**config.mk**
```make
export PLATFORM = sky130hd
export DESIGN_NAME = mb32_booth_r8_top
export DESIGN_NICKNAME = d
export VERILOG_FILES = /design/src/rtl/mb32_pkg.sv /design/src/rtl/mb32_booth_r8_top.sv
export SDC_FILE = /design/constraint.sdc
export NUM_CORES = 2
export LEC_CHECK = 0
export ABC_AREA = 1
export CAP_MARGIN = 10
export CELL_PAD_IN_SITES_DETAIL_PLACEMENT = 1
export CELL_PAD_IN_SITES_GLOBAL_PLACEMENT = 1
export CORE_ASPECT_RATIO = 1.1
export CORE_MARGIN = 5
export CORE_UTILIZATION = 44
export CTS_CLUSTER_DIAMETER = 60
export DETAILED_ROUTE_END_ITERATION = 12
export PLACE_DENSITY = 0.89
export SETUP_SLACK_MARGIN = 0.5
export SYNTH_ARGS = -nofsm -noshare
export SYNTH_HDL_FRONTEND = slang
export SYNTH_SLANG_ARGS = --single-unit
export TNS_END_PERCENT = 20
```
**constraint.sdc**
```tcl
create_clock -name i_clk -period 4.81 [get_ports i_clk]
set_input_delay 0.962 -clock i_clk [delete_from_list [all_inputs] [get_ports i_clk]]
set_output_delay 0.962 -clock i_clk [all_outputs]
set_load 0.02 [all_outputs]
```
**src/rtl/mb32_pkg.sv**
```systemverilog
// Shared widths, Booth digit type and carry-save helpers for the radix-8 Booth multiplier.
package mb32_pkg;

  localparam int WIDTH     = 32;
  localparam int GROUP_CNT = (WIDTH >> 2) + 3;
  localparam int PP_W      = WIDTH + 3;
  localparam int PROD_W    = 2 * WIDTH;

  typedef struct packed {
    logic s;
    logic d;
    logic t;
    logic q;
    logic n;
  } digit_t;

  typedef struct packed {
    logic [PROD_W-1:0] sum;
    logic [PROD_W-1:0] cy;
  } csa_t;

  // Each PP is stored with its sign bit inverted, which adds 2^(PP_W-1) per group; this removes it.
  function automatic logic [PROD_W-1:0] sign_corr_calc();
    logic [PROD_W-1:0] acc;
    acc = '0;
    for (int i = 0; i < GROUP_CNT; i++) begin
      if (PP_W - 1 + 3 * i < PROD_W) acc = acc - (PROD_W'(1) << (PP_W - 1 + 3 * i));
    end
    return acc;
  endfunction

  localparam logic [PROD_W-1:0] SIGN_CORR = sign_corr_calc();

  function automatic csa_t csa3(input logic [PROD_W-1:0] a, input logic [PROD_W-1:0] b,
                                input logic [PROD_W-1:0] c);
    csa_t r;
    r.sum = a ^ b ^ c;
    r.cy  = ((a & b) | (a & c) | (b & c)) << 1;
    return r;
  endfunction

endpackage

```
**src/rtl/mb32_booth_r8_top.sv**
```systemverilog


module mb32_booth_r8_top
  import mb32_pkg::*;
(
  input  logic                 i_clk,
  input  logic                 i_rst_n,
  input  logic [GROUP_CNT-1:0] i_s,
  input  logic [GROUP_CNT-1:0] i_d,
  input  logic [GROUP_CNT-1:0] i_t,
  input  logic [GROUP_CNT-1:0] i_q,
  input  logic [GROUP_CNT-1:0] i_n,
  input  logic [WIDTH-1:0]     i_my,
  input  logic [WIDTH+1:0]     i_tmy,
  output logic [GROUP_CNT-1:0] o_s2,
  output logic [GROUP_CNT-1:0] o_d2,
  output logic [GROUP_CNT-1:0] o_t2,
  output logic [GROUP_CNT-1:0] o_q2,
  output logic [GROUP_CNT-1:0] o_n2,
  output logic [WIDTH-1:0]     o_my2,
  output logic [WIDTH+1:0]     o_tmy2,
  output logic [PROD_W-1:0]    o_product
);

  logic [GROUP_CNT-1:0] r_s2, r_d2, r_t2, r_q2, r_n2;
  logic [WIDTH-1:0]     r_my2;
  logic [WIDTH+1:0]     r_tmy2;
  logic [PROD_W-1:0]    r_sum, r_cy, r_product;

  logic [PROD_W-1:0]    w_op [GROUP_CNT+1];
  logic [PROD_W-1:0]    w_corr;

  always_ff @(posedge i_clk) begin
    if (!i_rst_n) begin
      r_s2   <= '0;
      r_d2   <= '0;
      r_t2   <= '0;
      r_q2   <= '0;
      r_n2   <= '0;
      r_my2  <= '0;
      r_tmy2 <= '0;
    end else begin
      r_s2   <= i_s;
      r_d2   <= i_d;
      r_t2   <= i_t;
      r_q2   <= i_q;
      r_n2   <= i_n;
      r_my2  <= i_my;
      r_tmy2 <= i_tmy;
    end
  end

  for (genvar g = 0; g < GROUP_CNT; g++) begin : g_pp
    digit_t          w_dig;
    logic [PP_W-1:0] w_mag;
    logic [PP_W-1:0] w_pp;

    assign w_dig = '{s: r_s2[g], d: r_d2[g], t: r_t2[g], q: r_q2[g], n: r_n2[g]};

    always_comb begin
      w_mag = '0;
      if (w_dig.s)      w_mag = {3'b0, r_my2};
      else if (w_dig.d) w_mag = {2'b0, r_my2, 1'b0};
      else if (w_dig.t) w_mag = {1'b0, r_tmy2};
      else if (w_dig.q) w_mag = {1'b0, r_my2, 2'b0};
    end

    assign w_pp     = w_dig.n ? ~w_mag : w_mag;
    assign w_op[g]  = PROD_W'({~w_pp[PP_W-1], w_pp[PP_W-2:0]}) << (3 * g);
  end

  // The +1 completions of the negated PPs sit at bits 3i, all below the lowest bit of SIGN_CORR.
  always_comb begin
    w_corr = SIGN_CORR;
    for (int g = 0; g < GROUP_CNT; g++) w_corr[3*g] = r_n2[g];
  end
  assign w_op[GROUP_CNT] = w_corr;

  // 12 -> 8 -> 6 -> 4 -> 3 -> 2 carry-save reduction.
  csa_t w_l1 [4];
  csa_t w_l2a, w_l2b, w_l3a, w_l3b, w_l4, w_l5;

  for (genvar k = 0; k < 4; k++) begin : g_l1
    assign w_l1[k] = csa3(w_op[3*k], w_op[3*k+1], w_op[3*k+2]);
  end

  assign w_l2a = csa3(w_l1[0].sum, w_l1[0].cy, w_l1[1].sum);
  assign w_l2b = csa3(w_l1[1].cy, w_l1[2].sum, w_l1[2].cy);
  assign w_l3a = csa3(w_l2a.sum, w_l2a.cy, w_l2b.sum);
  assign w_l3b = csa3(w_l2b.cy, w_l1[3].sum, w_l1[3].cy);
  assign w_l4  = csa3(w_l3a.sum, w_l3a.cy, w_l3b.sum);
  assign w_l5  = csa3(w_l4.sum, w_l4.cy, w_l3b.cy);

  always_ff @(posedge i_clk) begin
    if (!i_rst_n) begin
      r_sum     <= '0;
      r_cy      <= '0;
      r_product <= '0;
    end else begin
      r_sum     <= w_l5.sum;
      r_cy      <= w_l5.cy;
      r_product <= r_sum + r_cy;
    end
  end

`ifdef MB32_SELF_CHECK_EN
  always @(posedge i_clk) begin
    if (i_rst_n) begin
      if (r_tmy2 != ({2'b0, r_my2} + {1'b0, r_my2, 1'b0}))
        $error("tmy2 %h is not 3*my2 (my2 %h)", r_tmy2, r_my2);
      for (int g = 0; g < GROUP_CNT; g++) begin
        if ($countones({r_s2[g], r_d2[g], r_t2[g], r_q2[g]}) > 1)
          $error("group %0d has more than one magnitude bit set", g);
      end
      if (r_n2[GROUP_CNT-1])
        $error("top Booth group flagged negative");
    end
  end
`endif

  assign o_s2      = r_s2;
  assign o_d2      = r_d2;
  assign o_t2      = r_t2;
  assign o_q2      = r_q2;
  assign o_n2      = r_n2;
  assign o_my2     = r_my2;
  assign o_tmy2    = r_tmy2;
  assign o_product = r_product;

endmodule

```
==> key figures <==
Placement
  – Area post-placement: between 30000 and 40000 um^2
  – Placer Congestion: 1.13
  – IO Port Bufs: 307
  – HPWL Detailed: 143 mm
  – Post-Place Cells: 5995

Power
  – Clock power frac: 0.134
  – Pwr per Cell Area: roughly 550 nW/um^2
  – Worst vdd rail ir drop: 0.371 mV
  – Comb pwr share: 0.715
  – Sequential power share: 0.151
  – Lkg Pwr: 21.2 nW
  – Net switching power: around 0.012 W
  – Switching Fraction: 0.515
  – Int Pwr: 0.0115 W

Worst setup path
  – End of the critical path: r_sum[36]$_SDFF_PN0_
  – Signal arrival time at the worst endpoint: between 5000 and 6000 ps
  – Reg-to-Reg End: r_sum[36]$_SDFF_PN0_
  – Worst r2r path cells: 16
  – Critical Path RT: around 5400 ps
  – CP max stage delay: 510 ps
  – Crit-path slowest cell: fa_1
  – Cell with the most instances on the worst path: fa_1
  – Startpoint class of the critical path: flip-flop
  – R2r startpoint: o_t2[6]$_SDFF_PN0_
  – Worst-path cell chain: clkinvlp_4, nand2_4, clkbuf_16, o22ai_1, o221ai_1, xor2_1, fa_1, inv_1, fa_1, inv_1, fa_1, fa_1, inv_1, fa_1, nand2_1, inv_1
  – Worst setup path start: o_t2[6]$_SDFF_PN0_
  – Critical Path Fanout Max: 6
  – R2R setup slack: 270 ps
  – Critical path class: reg -> reg
  – CP endpoint kind: flip-flop

STA
  – Max Slew Vio Count: 0
  – F_max: 220 MHz
  – Final period utilization: 0.944
  – Setup Skew: 35.5 ps
  – Worst Tran Pin Value: approximately 940 ps
  – Fin crit period: 4540 ps
  – Final hold vios: 0
  – Min Hold Slack: 421 ps
  – Rel. slew slack: 0.373
  – RSZ-0062 raised after global routing: true
  – Final setup viols: 0
  – Setup_tns: 0 ps

Synth
  – Dominant synthesized flop cell: dfxtp_1
  – Most common cell in the synthesized netlist: nand2_1
  – Post-Syn Instances: 4758
  – Mapped cell area: around 34000 um^2
  – Top post-synthesis cells by area: dfxtp_1 18%, fa_1 16%, nand2_1 11%
  – Distinct cells, synth: 40
  – Synthesized flop and latch total: 307
  – Syn Area/Cell: between 7 and 8 um^2
  – Synth Warn #: 0
  – Post-synth EDFFs: 0
  – Most area-hungry cell type in the Yosys netlist: dfxtp_1
  – Share of the synthesized area in the top cell type: 0.179
  – Share of flip-flops with an asynchronous set or reset: 0
  – Synthesized Nets: 5348
  – Share of the yosys chip area belonging to registers: 0.179
  – Synth cell count leaders: 1013 x nand2_1, 978 x inv_1, 385 x o221ai_1

Hold path
  – Hold path startpoint: r_sum[0]$_SDFF_PN0_
  – Min-Delay Path Class: reg -> reg
  – Hold depth: 2

Floorplan
  – CORE AREA: 77500 um^2
  – DIE AREA: 83900 um^2
  – Chip width: 277 um
  – # IOs: 308
  – Die height: 303 um
  – Starting density of the core: 0.444
  – Row cnt: ~110

Routing
  – Total number of vias: 39700
  – Routed length per placed instance: 33.0 um
  – Vias per Instance: 6.44
  – Detailed Routing Iterations Pass 1: 12
  – # DRC: 0
  – Drt initial violations: roughly 6000
  – Post-DRT Antenna Nets: 0
  – Final Routed Wirelength: 203 mm

Global route
  – First-pass GRT wire length: roughly 280 mm
  – Initial antenna violation count: 18
  – Largest net degree at the start of global routing: between 100 and 150
  – Grt total ovfl: 0
  – Vias in the first global route: 40900
  – Gr usage total: 0.451

Finish
  – Fin cells: ~6200
  – Net count, final: 5689
  – Fill cell count: around 9500
  – Final core utilization: 0.556
  – Final Instance Area: 43100 um^2
  – P&R area growth vs syn: 25.2%
  – Layout cell share with drive strength beyond 1: 0.134

Clock tree
  – Clock Sinks: 307
  – Worst skew pair latency: a little over 600 ps
  – Total CTS buffers: 41
  – CTS root buf: clkbuf_16
  – CTS tree: done
  – Clk buf depth: 3
  – Clk slew on worst S/H paths: 60 ps
  – Htree depth: 2

Outcome
  – Status: complete, no violations

Job
  – MaxCap Viol Count: 0
-- final cells by class --
type | count | area (um^2) | share of cell area
clock buffer | 54 | 1130 | 0.0263
antenna | 3 | 7.51 | 0.000174
inverter | 1028 | 4000 | 0.0927
multi-input combinational | 3062 | 23500 | 0.545
timing repair buffer | 658 | 6730 | 0.156
timing repair inverter | 1 | 5.00 | 0.000116
tap | 1035 | 1290 | 0.0300
clock inverter | 21 | 250 | 0.00580
sequential | 307 | 6200 | 0.144
-- power by group through the flow --
stage	Combinational [W]	Clock [W]	Sequential, W
floorplan	0.00900	0	0.00382
global placement	0.0138	0	0.00354
detailed placement	0.0154	0	0.00359
CTS	0.0160	0.00321	0.00356
global route	0.0183	0.00330	0.00361
finish	0.0169	0.00318	0.00357
-- kinds of logic (layout without fill, tap and decap cells) --
family	Yosys count	after routing	share of synthesized area
XOR/XNOR	375	375	0.0954
other	0	3	0
AND/OR/NAND/NOR	1305	1305	0.152
adder cells (fa/ha/maj)	467	467	0.229
AO/OA/AOI/OAI	915	915	0.188
flip-flops	307	307	0.179
buffers and inverters	1389	1762	0.157
-- routing by layer --
layer  wire length (um)  GRT usage  vias up
li1                   -          -    16000
met1              68400      0.504    19100
met2              84500      0.695     3336
met3              29300      0.195     1288
met4              21100      0.317       18
met5                129          0        -
-- how the worst min path moves through the flow --
| stage | end | slack [ps] |
|---|---|---|
| 2_1_floorplan | o_product[0]$_SDFF_PN0_ | 390 |
| 3_3_place_gp | o_product[1]$_SDFF_PN0_ | 390 |
| 3_5_place_dp | o_product[0]$_SDFF_PN0_ | 420 |
| 4_1_cts | o_product[0]$_SDFF_PN0_ | 420 |
| 5_1_grt | o_product[0]$_SDFF_PN0_ | 440 |
| 6_report | o_product[0]$_SDFF_PN0_ | 420 |
-- flip-flops by register name (all words and copies together), names as in the netlist, 32 cells and up --
register,flops
o_product,64
r_sum,64
r_cy,58
o_tmy2,34
o_my2,32
-- repair_timing --
item / in CTS / in global routing
endpoints found under the hold margin: 0 / 0
hold buffers: 0 / 0
setup endpoints to repair: 56 / 80
cloned: 3 / 17
resized for setup: 59 / 210
pin swaps: 1 / 48
buffers inserted: 17 / 57
-- cell usage in the layout (no fill, tap or decap), drive strengths merged, types with 3 or more instances in the layout --
master / n
nand4: 7
o21a: 3
xnor2: 4
o21bai: 10
inv: 988
a21oi: 141
dfxtp: 307
nor3: 8
clkinv: 31
ha: 196
nand3: 86
diode: 3
o21ai: 98
nand2: 1029
buf: 334
xor2: 371
nor2: 172
o221ai: 385
fa: 271
clkinvlp: 30
o22ai: 233
o211ai: 41
clkdlybuf4s50: 306
clkbuf: 70
-- critical path: cells and delay by family (launching register included) --
| family | cells | cell delay (ps) |
|---|---|---|
| buffers and inverters | 6 | 730 |
| XOR/XNOR | 1 | 340 |
| adder cells (fa/ha/maj) | 5 | 2380 |
| AO/OA/AOI/OAI | 2 | 330 |
| flip-flops | 1 | 410 |
| AND/OR/NAND/NOR | 2 | 270 |
-- metrics by stage --
stage	total power (W)	setup WS, ps
6_report	0.0237	268
5_1_grt	0.0252	264
4_1_cts	0.0228	428
3_5_place_dp	0.0190	263
3_3_place_gp	0.0173	323
2_1_floorplan	0.0128	546
(Power assumes the default switching activity.)
